<file path="src/rtl/dynamic_crop.sv">
// rtl/dynamic_crop.sv - runtime-programmable multi-channel crop with double-buffered window
// Optional feature: DYNAMIC_CROP_DECIMATE_EN adds 2:1 decimation inside the window.
module dynamic_crop #(
  parameter int CHANNELS    = 3,
  parameter int DATA_WIDTH  = 10,
  parameter int COORD_WIDTH = 11
) (
  input  logic                           clock_in,
  input  logic                           reset_n_in,
  input  logic [CHANNELS*DATA_WIDTH-1:0] data_in,
  input  logic                           line_valid_in,
  input  logic                           frame_valid_in,
  input  logic [COORD_WIDTH-1:0]         x_start_in,
  input  logic [COORD_WIDTH-1:0]         x_end_in,
  input  logic [COORD_WIDTH-1:0]         y_start_in,
  input  logic [COORD_WIDTH-1:0]         y_end_in,
`ifdef DYNAMIC_CROP_DECIMATE_EN
  input  logic                           decimate_in,
`endif
  input  logic                           window_load_in,
  output logic [CHANNELS*DATA_WIDTH-1:0] data_out,
  output logic                           line_valid_out,
  output logic                           frame_valid_out,
  output logic                           frame_done_out,
  output logic                           window_error_out
);

  localparam logic [COORD_WIDTH-1:0] CMAX = '1;

  typedef struct packed {
    logic [COORD_WIDTH-1:0] xs;
    logic [COORD_WIDTH-1:0] xe;
    logic [COORD_WIDTH-1:0] ys;
    logic [COORD_WIDTH-1:0] ye;
    logic                   dec;
  } win_t;

  localparam win_t WIN_RESET = '{xs: '0, xe: CMAX, ys: '0, ye: CMAX, dec: 1'b0};

  typedef enum logic [1:0] {
    SYNC       = 2'd0,
    WAIT_FRAME = 2'd1,
    IN_FRAME   = 2'd2
  } state_t;

  state_t                        state_q, state_d;
  win_t                          pend_q, pend_d;
  win_t                          act_q, act_d;
  logic [COORD_WIDTH-1:0]        x_q, x_d;
  logic [COORD_WIDTH-1:0]        y_q, y_d;
  logic                          lv_prev_q;
  logic                          fv_q;
  logic [CHANNELS*DATA_WIDTH-1:0] data_q, data_d;
  logic                          lv_out_q, lv_out_d;
  logic                          done_q, done_d;
  logic                          err_q, err_d;

  logic fv_rise;
  logic fv_fall;
  logic in_window;
  logic keep_pixel;

  function automatic logic [COORD_WIDTH-1:0] sat_inc(input logic [COORD_WIDTH-1:0] v);
    sat_inc = (v == CMAX) ? v : v + 1'b1;
  endfunction

  function automatic logic is_empty(input win_t w);
    is_empty = (w.xs >= w.xe) || (w.ys >= w.ye);
  endfunction

  assign fv_rise = frame_valid_in & ~fv_q;
  assign fv_fall = ~frame_valid_in & fv_q;

  assign in_window = (x_q >= act_q.xs) && (x_q < act_q.xe) &&
                     (y_q >= act_q.ys) && (y_q < act_q.ye);

  // Even offsets from the window origin share parity with the origin itself.
  assign keep_pixel = !act_q.dec ||
                      ((x_q[0] == act_q.xs[0]) && (y_q[0] == act_q.ys[0]));

  always_comb begin
    state_d  = state_q;
    pend_d   = pend_q;
    act_d    = act_q;
    err_d    = err_q;
    done_d   = 1'b0;
    lv_out_d = 1'b0;
    data_d   = data_q;
    x_d      = line_valid_in ? sat_inc(x_q) : '0;
    y_d      = y_q;

    if (window_load_in) begin
      pend_d.xs = x_start_in;
      pend_d.xe = x_end_in;
      pend_d.ys = y_start_in;
      pend_d.ye = y_end_in;
`ifdef DYNAMIC_CROP_DECIMATE_EN
      pend_d.dec = decimate_in;
`else
      pend_d.dec = 1'b0;
`endif
    end

    unique case (state_q)
      SYNC: begin
        y_d = '0;
        if (!frame_valid_in) state_d = WAIT_FRAME;
      end
      WAIT_FRAME: begin
        y_d = '0;
        // pend_q is the pre-load value, so a same-cycle load waits a frame.
        if (fv_rise) begin
          act_d   = pend_q;
          err_d   = is_empty(pend_q);
          state_d = IN_FRAME;
        end
      end
      IN_FRAME: begin
        if (lv_prev_q && !line_valid_in) y_d = sat_inc(y_q);
        if (line_valid_in && in_window && keep_pixel) begin
          lv_out_d = 1'b1;
          data_d   = data_in;
        end
        if (fv_fall) begin
          done_d  = 1'b1;
          state_d = WAIT_FRAME;
        end
      end
      default: state_d = SYNC;
    endcase
  end

  always_ff @(posedge clock_in or negedge reset_n_in) begin
    if (!reset_n_in) begin
      state_q   <= SYNC;
      pend_q    <= WIN_RESET;
      act_q     <= WIN_RESET;
      x_q       <= '0;
      y_q       <= '0;
      lv_prev_q <= 1'b0;
      fv_q      <= 1'b0;
      data_q    <= '0;
      lv_out_q  <= 1'b0;
      done_q    <= 1'b0;
      err_q     <= 1'b0;
    end else begin
      state_q   <= state_d;
      pend_q    <= pend_d;
      act_q     <= act_d;
      x_q       <= x_d;
      y_q       <= y_d;
      lv_prev_q <= line_valid_in;
      fv_q      <= frame_valid_in;
      data_q    <= data_d;
      lv_out_q  <= lv_out_d;
      done_q    <= done_d;
      err_q     <= err_d;
    end
  end

  assign data_out         = data_q;
  assign line_valid_out   = lv_out_q;
  assign frame_valid_out  = fv_q;
  assign frame_done_out   = done_q;
  assign window_error_out = err_q;

endmodule

</file>
<file path="config.mk">
export PLATFORM = sky130hd
export DESIGN_NAME = dynamic_crop
export DESIGN_NICKNAME = d
export VERILOG_FILES = /design/src/rtl/dynamic_crop.sv
export SDC_FILE = /design/constraint.sdc
export NUM_CORES = 1
export LEC_CHECK = 0
export ABC_CLOCK_PERIOD_IN_PS = 2500
export CORE_MARGIN = 2
export CORE_UTILIZATION = 40
export CTS_CLUSTER_DIAMETER = 50
export CTS_CLUSTER_SIZE = 28
export DETAILED_ROUTE_END_ITERATION = 8
export PLACE_DENSITY_LB_ADDON = 0.08
export SYNTH_ARGS = -nofsm -noshare
export SYNTH_HDL_FRONTEND = slang
export SYNTH_SLANG_ARGS = --single-unit
export TNS_END_PERCENT = 1
</file>
<file path="constraint.sdc">
create_clock -name clock_in -period 2.5 [get_ports clock_in]
set_clock_uncertainty 0.15 [all_clocks]
set_input_delay 0.625 -clock clock_in [delete_from_list [all_inputs] [get_ports clock_in]]
set_output_delay 0.625 -clock clock_in [all_outputs]
set_load 0.02 [all_outputs]
</file>
==> flow_metrics.env, run 1 <==
export IMPL_die_h_um=139
export IMPL_setup_worst_path_class="register to register"
export IMPL_worst_setup_path_start_kind="register"
export IMPL_core_area_sq_um=18000
export IMPL_design_die_area_sq_um=19400
export IMPL_antenna_found_initial=0
export IMPL_hold_ws_ns=-0.00207
export IMPL_result_of_the_run="complete, but fails checks"
export IMPL_synth_ff_type="sky130_fd_sc_hd__dfrtp_1"
export IMPL_grt_ovfl_total=0
export IMPL_cell_accounting_for_the_most_synthesized_area="sky130_fd_sc_hd__dfrtp_1"
export IMPL_power_total_mw=6.86
export IMPL_io_pin_count=113
export IMPL_share_of_the_synthesized_area_in_the_top_cell_type=0.352
export IMPL_timing_final_hold_violations=3
export IMPL_postSynthRegisterBits=147
export IMPL_floorplan_initialDensity=0.408
export IMPL_max_stage_delay_ns=0.46
export IMPL_critical_path_peak_fanout=8
export IMPL_irDropWorstVdd_mv=0.511
export IMPL_clock_latency_ns=0.42
export IMPL_cp_buffers_inverters=2
export IMPL_cts_h_tree_lvls=4
export IMPL_routed_via_density=5.02
export IMPL_fin_cells=1055
export IMPL_count_leader_synth="sky130_fd_sc_hd__dfrtp_1"
export IMPL_worst_hold_path_type="input pin to async pin"
export IMPL_grt_setup_unrepaired="yes"
export IMPL_antenna_cells_inserted=0
export IMPL_area_delta_synth_final_pct=34.9
export IMPL_timing_critical_path_arrival_ns=2.73
export IMPL_layout_drive_gt1_share=0.264
export IMPL_grt_pass1_wl_mm=29.0
export IMPL_number_of_unique_standard_cell_types_used_by_synthesis=51
export IMPL_placedInstanceArea_sq_um=8980
export IMPL_synthesis_area_per_instance_sq_um=11.2
export IMPL_rows=49
export IMPL_leakagePower_nw=4.50
export IMPL_timing_critical_path_cells="ha_4 -> and4_1 -> nand2_1 -> o31ai_2 -> o32ai_2 -> nor4_4 -> buf_6 -> buf_12 -> mux2_4"
export IMPL_root_buffer="sky130_fd_sc_hd__clkbuf_16"
export IMPL_slowest_stage="sky130_fd_sc_hd__dfrtp_2"
export IMPL_post_route_drc_count=0
export IMPL_place_worst_setup_slack_ns=-0.125
export IMPL_post_layout_worst_setup_margin_ns=-0.0844
export IMPL_cp_required_ns=2.65
export IMPL_first_iter_violations=214
export IMPL_portBuffers=112
export IMPL_postRouteWirelength_mm=17.2
export IMPL_finalCriticalPeriod_ns=2.58
export IMPL_synth_top_cells_by_area="sky130_fd_sc_hd__dfrtp_1, sky130_fd_sc_hd__dfstp_2, sky130_fd_sc_hd__ha_1"
export IMPL_post_synth_inst_count=655
export IMPL_first_global_vias=5657
export IMPL_final_hpwl_from_detailed_placement_mm=11.9
export IMPL_synth_enable_flop_cells=0
export IMPL_final_setup_viol_count=30
export IMPL_cts_sinks=147
export IMPL_final_design_area_no_fill_sq_um=9890
export IMPL_tightest_slew_ns=0.488
export IMPL_detailroute_via_count=5293
export IMPL_number_of_buffers_on_the_longest_clock_path=2
export IMPL_finalNetCount=958
export IMPL_dp_cells=1014
export IMPL_syn_num_nets=800
export IMPL_power_density_nw_per_um2=693
export IMPL_detailedRoute_firstPassIterationCount=5
export IMPL_tritoncts_num_buffers=17
export IMPL_die_w_um=139
export IMPL_cts_tree="yes"
export IMPL_globalRouteTotalUtil=0.187
export IMPL_synth_yosys_seq_area_share=0.509
export IMPL_fillCellCount=1546
export IMPL_timing_max_slew_rel_slack=0.675
export IMPL_grt_start_max_net_pins=67
export IMPL_postRouteAntennaNets=0
export IMPL_finalCritPeriodShare=1.03
export IMPL_endpoint_class_of_the_critical_path="register"
export IMPL_timing_reg2reg_worst_path_depth=9
export IMPL_slew_violations=0
export IMPL_synthesis_yosys_warnings=0
export IMPL_wirelength_per_cell_um=16.3
export IMPL_routabilityCongestion=0.820
export IMPL_crit_family="simple AND/OR/NAND/NOR gates"
export IMPL_total_standard_cell_area_after_synthesis_sq_um=7330
export IMPL_path_clk_slew_ns=0.06
export IMPL_worstSetupPathDepth=9
export IMPL_highest_achievable_clock_rate_mhz=387
export IMPL_postSynth_asyncResetShare=1.00
export IMPL_violations="hold timing, setup timing"
export IMPL_drv_cap=0
export IMPL_cts_hold_fix_buffers=0
export IMPL_ys_top_cells_by_count="sky130_fd_sc_hd__dfrtp_1, sky130_fd_sc_hd__nand2_1, sky130_fd_sc_hd__o21ai_0"
-- repair_timing --
| item | CTS | global route |
|---|---|---|
| buffers inserted | 6 | 3 |
| endpoints found under the setup margin | 31 | 31 |
| gates cloned | 3 | 0 |
| pin swaps | 18 | 10 |
| gates resized for setup | 23 | 15 |
-- worst register-to-register path, delay by kind of cell (launching register included) --
kind / cells / cell delay (ns)
AO/OA/AOI/OAI: 2 / 0.40
flip-flops: 1 / 0.46
AND/OR/NAND/NOR: 3 / 0.51
adder cells (fa/ha/maj): 1 / 0.28
multiplexers: 1 / 0.31
buffers and inverters: 2 / 0.36
-- stage by stage --
| stage | hold WS, ns | utilization | TNS [ns] |
|---|---|---|---|
| after floorplan | 0.179 | - | 0 |
| after global placement | 0.321 | 0.500 | -1.80 |
| after detailed placement | 0.320 | 0.500 | -2.69 |
| after CTS | 0.00216 | 0.546 | -1.86 |
| after global routing | 0.0173 | 0.551 | -5.59 |
| final | -0.00207 | 0.551 | -2.03 |
-- registers in the layout, summed over array words and instances, names as in the netlist, 2 cells and up --
register	flops
data_out	30
state_q	2
x_q	11
act_q	44
y_q	11
pend_q	44
-- worst paths after layout --
path	start	end	slack (ns)
max	y_q[4]	data_out[4]	-0.08
min	reset_n_in	y_q[3]	-0.002
max reg2reg	y_q[4]	data_out[4]	-0.08
min reg2reg	pend_q[11]	act_q[11]	0.32
max in group asynchronous	reset_n_in	data_out[23]	1.39
min in group clock_in	pend_q[11]	act_q[11]	0.32
-- layout make-up --
class                      count  area [sq um]  area share
clock buffer                  20           447      0.0452
clock inverter                12           130      0.0132
inverter                      65           244      0.0247
multi-input combinational    421          3460       0.350
sequential                   147          3740       0.378
tap                          229           287      0.0290
timing repair buffer         161          1590       0.161
-- where the power goes --
group / total, mW / internal, mW / leakage [nW] / switching (mW)
Sequential: 2.96 / 2.81 / 1.80 / 0.151
Combinational: 1.38 / 0.644 / 2.42 / 0.737
Clock: 2.52 / 1.50 / 0.282 / 1.02
Total: 6.86 / 4.95 / 4.50 / 1.91
-- cells by family (layout without fill, tap and decap cells) --
kind of cell / count (synthesis) / in the layout / share of synthesized area
muxes: 61 / 61 / 0.108
and+or+nand+nor: 157 / 157 / 0.108
xor gates and xnor gates: 13 / 13 / 0.0155
DFF: 147 / 147 / 0.509
buffers and inverters: 87 / 258 / 0.0483
adders and majority gates: 66 / 66 / 0.113
AOI/OAI and AO/OA: 124 / 124 / 0.0988
-- placed cells by master, fill, tap and decap left out, types with 3 or more instances in the layout --
cell type,n
sky130_fd_sc_hd__and4_1,5
sky130_fd_sc_hd__buf_6,3
sky130_fd_sc_hd__buf_4,40
sky130_fd_sc_hd__a21o_1,8
sky130_fd_sc_hd__nand4_1,9
sky130_fd_sc_hd__dfrtp_1,101
sky130_fd_sc_hd__a21oi_1,15
sky130_fd_sc_hd__dfstp_2,44
sky130_fd_sc_hd__ha_1,55
sky130_fd_sc_hd__mux2_2,26
sky130_fd_sc_hd__and2_1,13
sky130_fd_sc_hd__nor2b_1,5
sky130_fd_sc_hd__inv_1,63
sky130_fd_sc_hd__a21oi_2,7
sky130_fd_sc_hd__clkbuf_16,17
sky130_fd_sc_hd__and3_1,5
sky130_fd_sc_hd__o21ai_0,65
sky130_fd_sc_hd__xnor2_1,11
sky130_fd_sc_hd__buf_12,6
sky130_fd_sc_hd__a211oi_1,3
sky130_fd_sc_hd__mux2i_1,5
sky130_fd_sc_hd__nand3_1,12
sky130_fd_sc_hd__nand2b_1,9
sky130_fd_sc_hd__clkinv_4,3
sky130_fd_sc_hd__ha_4,11
sky130_fd_sc_hd__clkdlybuf4s50_1,110
sky130_fd_sc_hd__clkinv_2,3
sky130_fd_sc_hd__nand2_1,86
sky130_fd_sc_hd__mux2_4,30
sky130_fd_sc_hd__o21ai_1,3
sky130_fd_sc_hd__nor2_1,6
-- layer usage --
layer	global-route usage	routed length, um	vias to the layer above
met5	0	0	-
met4	0.0478	132	0
met3	0.0461	754	12
met2	0.300	8040	114
met1	0.254	8300	2591
li1	-	-	2576
No activity file was read; power rests on OpenSTA's default activity.
==> inputs of run 2 (changes only) <==
--- a/config.mk
+++ b/config.mk
@@ -8,7 +8,7 @@
 export ABC_CLOCK_PERIOD_IN_PS = 2500
 export CORE_MARGIN = 2
 export CORE_UTILIZATION = 40
-export CTS_CLUSTER_DIAMETER = 50
+export CTS_CLUSTER_DIAMETER = 30
 export CTS_CLUSTER_SIZE = 28
 export DETAILED_ROUTE_END_ITERATION = 8
 export PLACE_DENSITY_LB_ADDON = 0.08
==> results of run 2 <==
No change in the layout: final DEF, timing and power equal those of run 1.
==> inputs of run 3 (changes only) <==
--- a/config.mk
+++ b/config.mk
@@ -6,12 +6,13 @@
 export NUM_CORES = 1
 export LEC_CHECK = 0
 export ABC_CLOCK_PERIOD_IN_PS = 2500
+export CAP_MARGIN = 20
 export CORE_MARGIN = 2
 export CORE_UTILIZATION = 40
 export CTS_CLUSTER_DIAMETER = 30
 export CTS_CLUSTER_SIZE = 28
 export DETAILED_ROUTE_END_ITERATION = 8
-export PLACE_DENSITY_LB_ADDON = 0.08
+export PLACE_DENSITY = 0.76
 export SYNTH_ARGS = -nofsm -noshare
 export SYNTH_HDL_FRONTEND = slang
 export SYNTH_SLANG_ARGS = --single-unit
==> flow_metrics.env, run 3 (synthesized netlist as in run 1, its figures left out) <==
export IMPL_timing_critical_path_to="data_out[25]"
export IMPL_design_die_area_sq_um=19400
export IMPL_rr_endpoint="data_out[25]"
export IMPL_layout_drive_gt1_share=0.265
export IMPL_worst_hold_path_type="register to register"
export IMPL_portBuffers=112
export IMPL_floorplan_initialDensity=0.408
export IMPL_slew_violations=0
export IMPL_final_setup_viol_count=24
export IMPL_routed_via_density=5.00
export IMPL_timing_reg2reg_worst_path_depth=10
export IMPL_clock_latency_ns=0.42
export IMPL_path_clk_slew_ns=0.06
export IMPL_result_of_the_run="complete, but fails checks"
export IMPL_routabilityCongestion=0.801
export IMPL_critical_path_peak_fanout=8
export IMPL_highest_achievable_clock_rate_mhz=396
export IMPL_finalNetCount=951
export IMPL_tritoncts_num_buffers=17
export IMPL_worst_setup_path_startpoint="act_q[29]"
export IMPL_final_hpwl_from_detailed_placement_mm=11.4
export IMPL_core_area_sq_um=18000
export IMPL_finalCriticalPeriod_ns=2.53
export IMPL_cts_h_tree_lvls=4
export IMPL_post_layout_worst_setup_margin_ns=-0.0283
export IMPL_reg2reg_slack_ns=-0.03
export IMPL_leakagePower_nw=4.48
export IMPL_finalCritPeriodShare=1.01
export IMPL_cts_tree="yes"
export IMPL_postRouteWirelength_mm=16.3
export IMPL_detailroute_via_count=5236
export IMPL_timing_max_slew_rel_slack=0.743
export IMPL_antenna_cells_inserted=0
export IMPL_power_total_mw=6.99
export IMPL_cp_required_ns=2.65
export IMPL_die_h_um=139
export IMPL_grt_ovfl_total=0
export IMPL_drv_cap=0
export IMPL_antenna_found_initial=0
export IMPL_final_cell_mix="sky130_fd_sc_hd__clkdlybuf4s50_1, sky130_fd_sc_hd__dfrtp_1, sky130_fd_sc_hd__nand2_1"
export IMPL_setup_worst_path_class="register to register"
export IMPL_violations="setup timing"
export IMPL_tightest_slew_ns=0.375
export IMPL_globalRouteTotalUtil=0.175
export IMPL_root_buffer="sky130_fd_sc_hd__clkbuf_16"
export IMPL_cts_sinks=147
export IMPL_grt_start_max_net_pins=57
export IMPL_detailedRoute_firstPassIterationCount=5
export IMPL_postRouteAntennaNets=0
export IMPL_first_global_vias=5436
export IMPL_wirelength_per_cell_um=15.5
export IMPL_grt_setup_unrepaired="yes"
export IMPL_crit_reg2reg_launch="act_q[29]"
export IMPL_placedInstanceArea_sq_um=8960
export IMPL_worst_setup_path_start_kind="register"
export IMPL_die_w_um=139
export IMPL_irDropWorstVdd_mv=0.532
export IMPL_timing_final_hold_violations=0
export IMPL_number_of_buffers_on_the_longest_clock_path=2
export IMPL_io_pin_count=113
export IMPL_grt_pass1_wl_mm=27.4
export IMPL_postLayoutCoreUtil=0.551
export IMPL_first_iter_violations=252
export IMPL_final_design_area_no_fill_sq_um=9900
export IMPL_power_density_nw_per_um2=706
export IMPL_final_common_cell="sky130_fd_sc_hd__clkdlybuf4s50_1"
export IMPL_endpoint_class_of_the_critical_path="register"
export IMPL_rows=49
export IMPL_area_delta_synth_final_pct=35.1
export IMPL_timing_critical_path_arrival_ns=2.68
export IMPL_post_route_drc_count=0
[run 3: changes by cell type in the layout (fill, tap and decap cells not counted), moves of 2 or more]
cell,change
sky130_fd_sc_hd__buf_16,+2
sky130_fd_sc_hd__o21ai_0,-2
sky130_fd_sc_hd__buf_4,-9
sky130_fd_sc_hd__o21ai_1,+2
sky130_fd_sc_hd__inv_2,+3
sky130_fd_sc_hd__inv_1,-3
[run 3: layout make-up]
class                           count  area, sq um
Clock buffer                       18          429
Clock inverter                     14          179
Fill cell                        1473         8060
Inverter                           65          244
Multi-Input combinational cell    421         3460
Sequential cell                   147         3740
Tap cell                          229          287
Timing Repair Buffer              154         1570
[run 3: worst min-delay path by stage]
stage | start | end | slack, ns | cells past startpoint
after floorplan | reset_n_in | act_q[12] | 0.18 | 0
after global placement | pend_q[33] | act_q[33] | 0.31 | 2
after global routing | pend_q[30] | act_q[30] | 0.34 | 2
after detailed placement | pend_q[28] | act_q[28] | 0.32 | 2
final | pend_q[30] | act_q[30] | 0.33 | 2
after CTS | pend_q[30] | act_q[30] | 0.33 | 2
[run 3: per-layer routing]
metal,part of all wire,GRT usage,routed length (um)
met5,0,0,0
met4,0.010,0.0526,163
met3,0.046,0.0354,749
met2,0.49,0.289,7910
met1,0.46,0.235,7460
[run 3: repair_timing]
item                                    4_1_cts  5_1_grt
pin swaps                                    18        9
gates cloned                                  3        0
hold endpoints to repair                     20        0
endpoints found under the setup margin       30       31
hold buffers                                  1        0
resized for setup                            29       15
setup buffers                                 3        0
[run 3: worst max-delay path, cell delays in order (launching register included)]
cell                      delay [ns]
sky130_fd_sc_hd__dfstp_2        0.51
sky130_fd_sc_hd__inv_1          0.05
sky130_fd_sc_hd__ha_1           0.29
sky130_fd_sc_hd__nand2_1        0.11
sky130_fd_sc_hd__nor3_1         0.08
sky130_fd_sc_hd__a21oi_2        0.19
sky130_fd_sc_hd__nor3_2         0.07
sky130_fd_sc_hd__nor4_4         0.31
sky130_fd_sc_hd__buf_6          0.18
sky130_fd_sc_hd__buf_12         0.14
sky130_fd_sc_hd__mux2_4         0.31
[run 3: where the power goes]
group | internal, mW | switching, mW
clock | 1.59 | 1.04
combinational | 0.641 | 0.755
sequential | 2.81 | 0.152
[run 3: through the flow]
step	setup WS [ns]	instances	setup TNS (ns)	hold WS (ns)
after floorplan	0.0677	655	0	0.179
after global placement	-0.0460	1009	-0.430	0.314
after detailed placement	-0.0738	1009	-1.18	0.319
after CTS	0.000131	1048	0	0.327
after global routing	-0.103	1048	-2.38	0.343
final	-0.0283	1048	-0.300	0.328
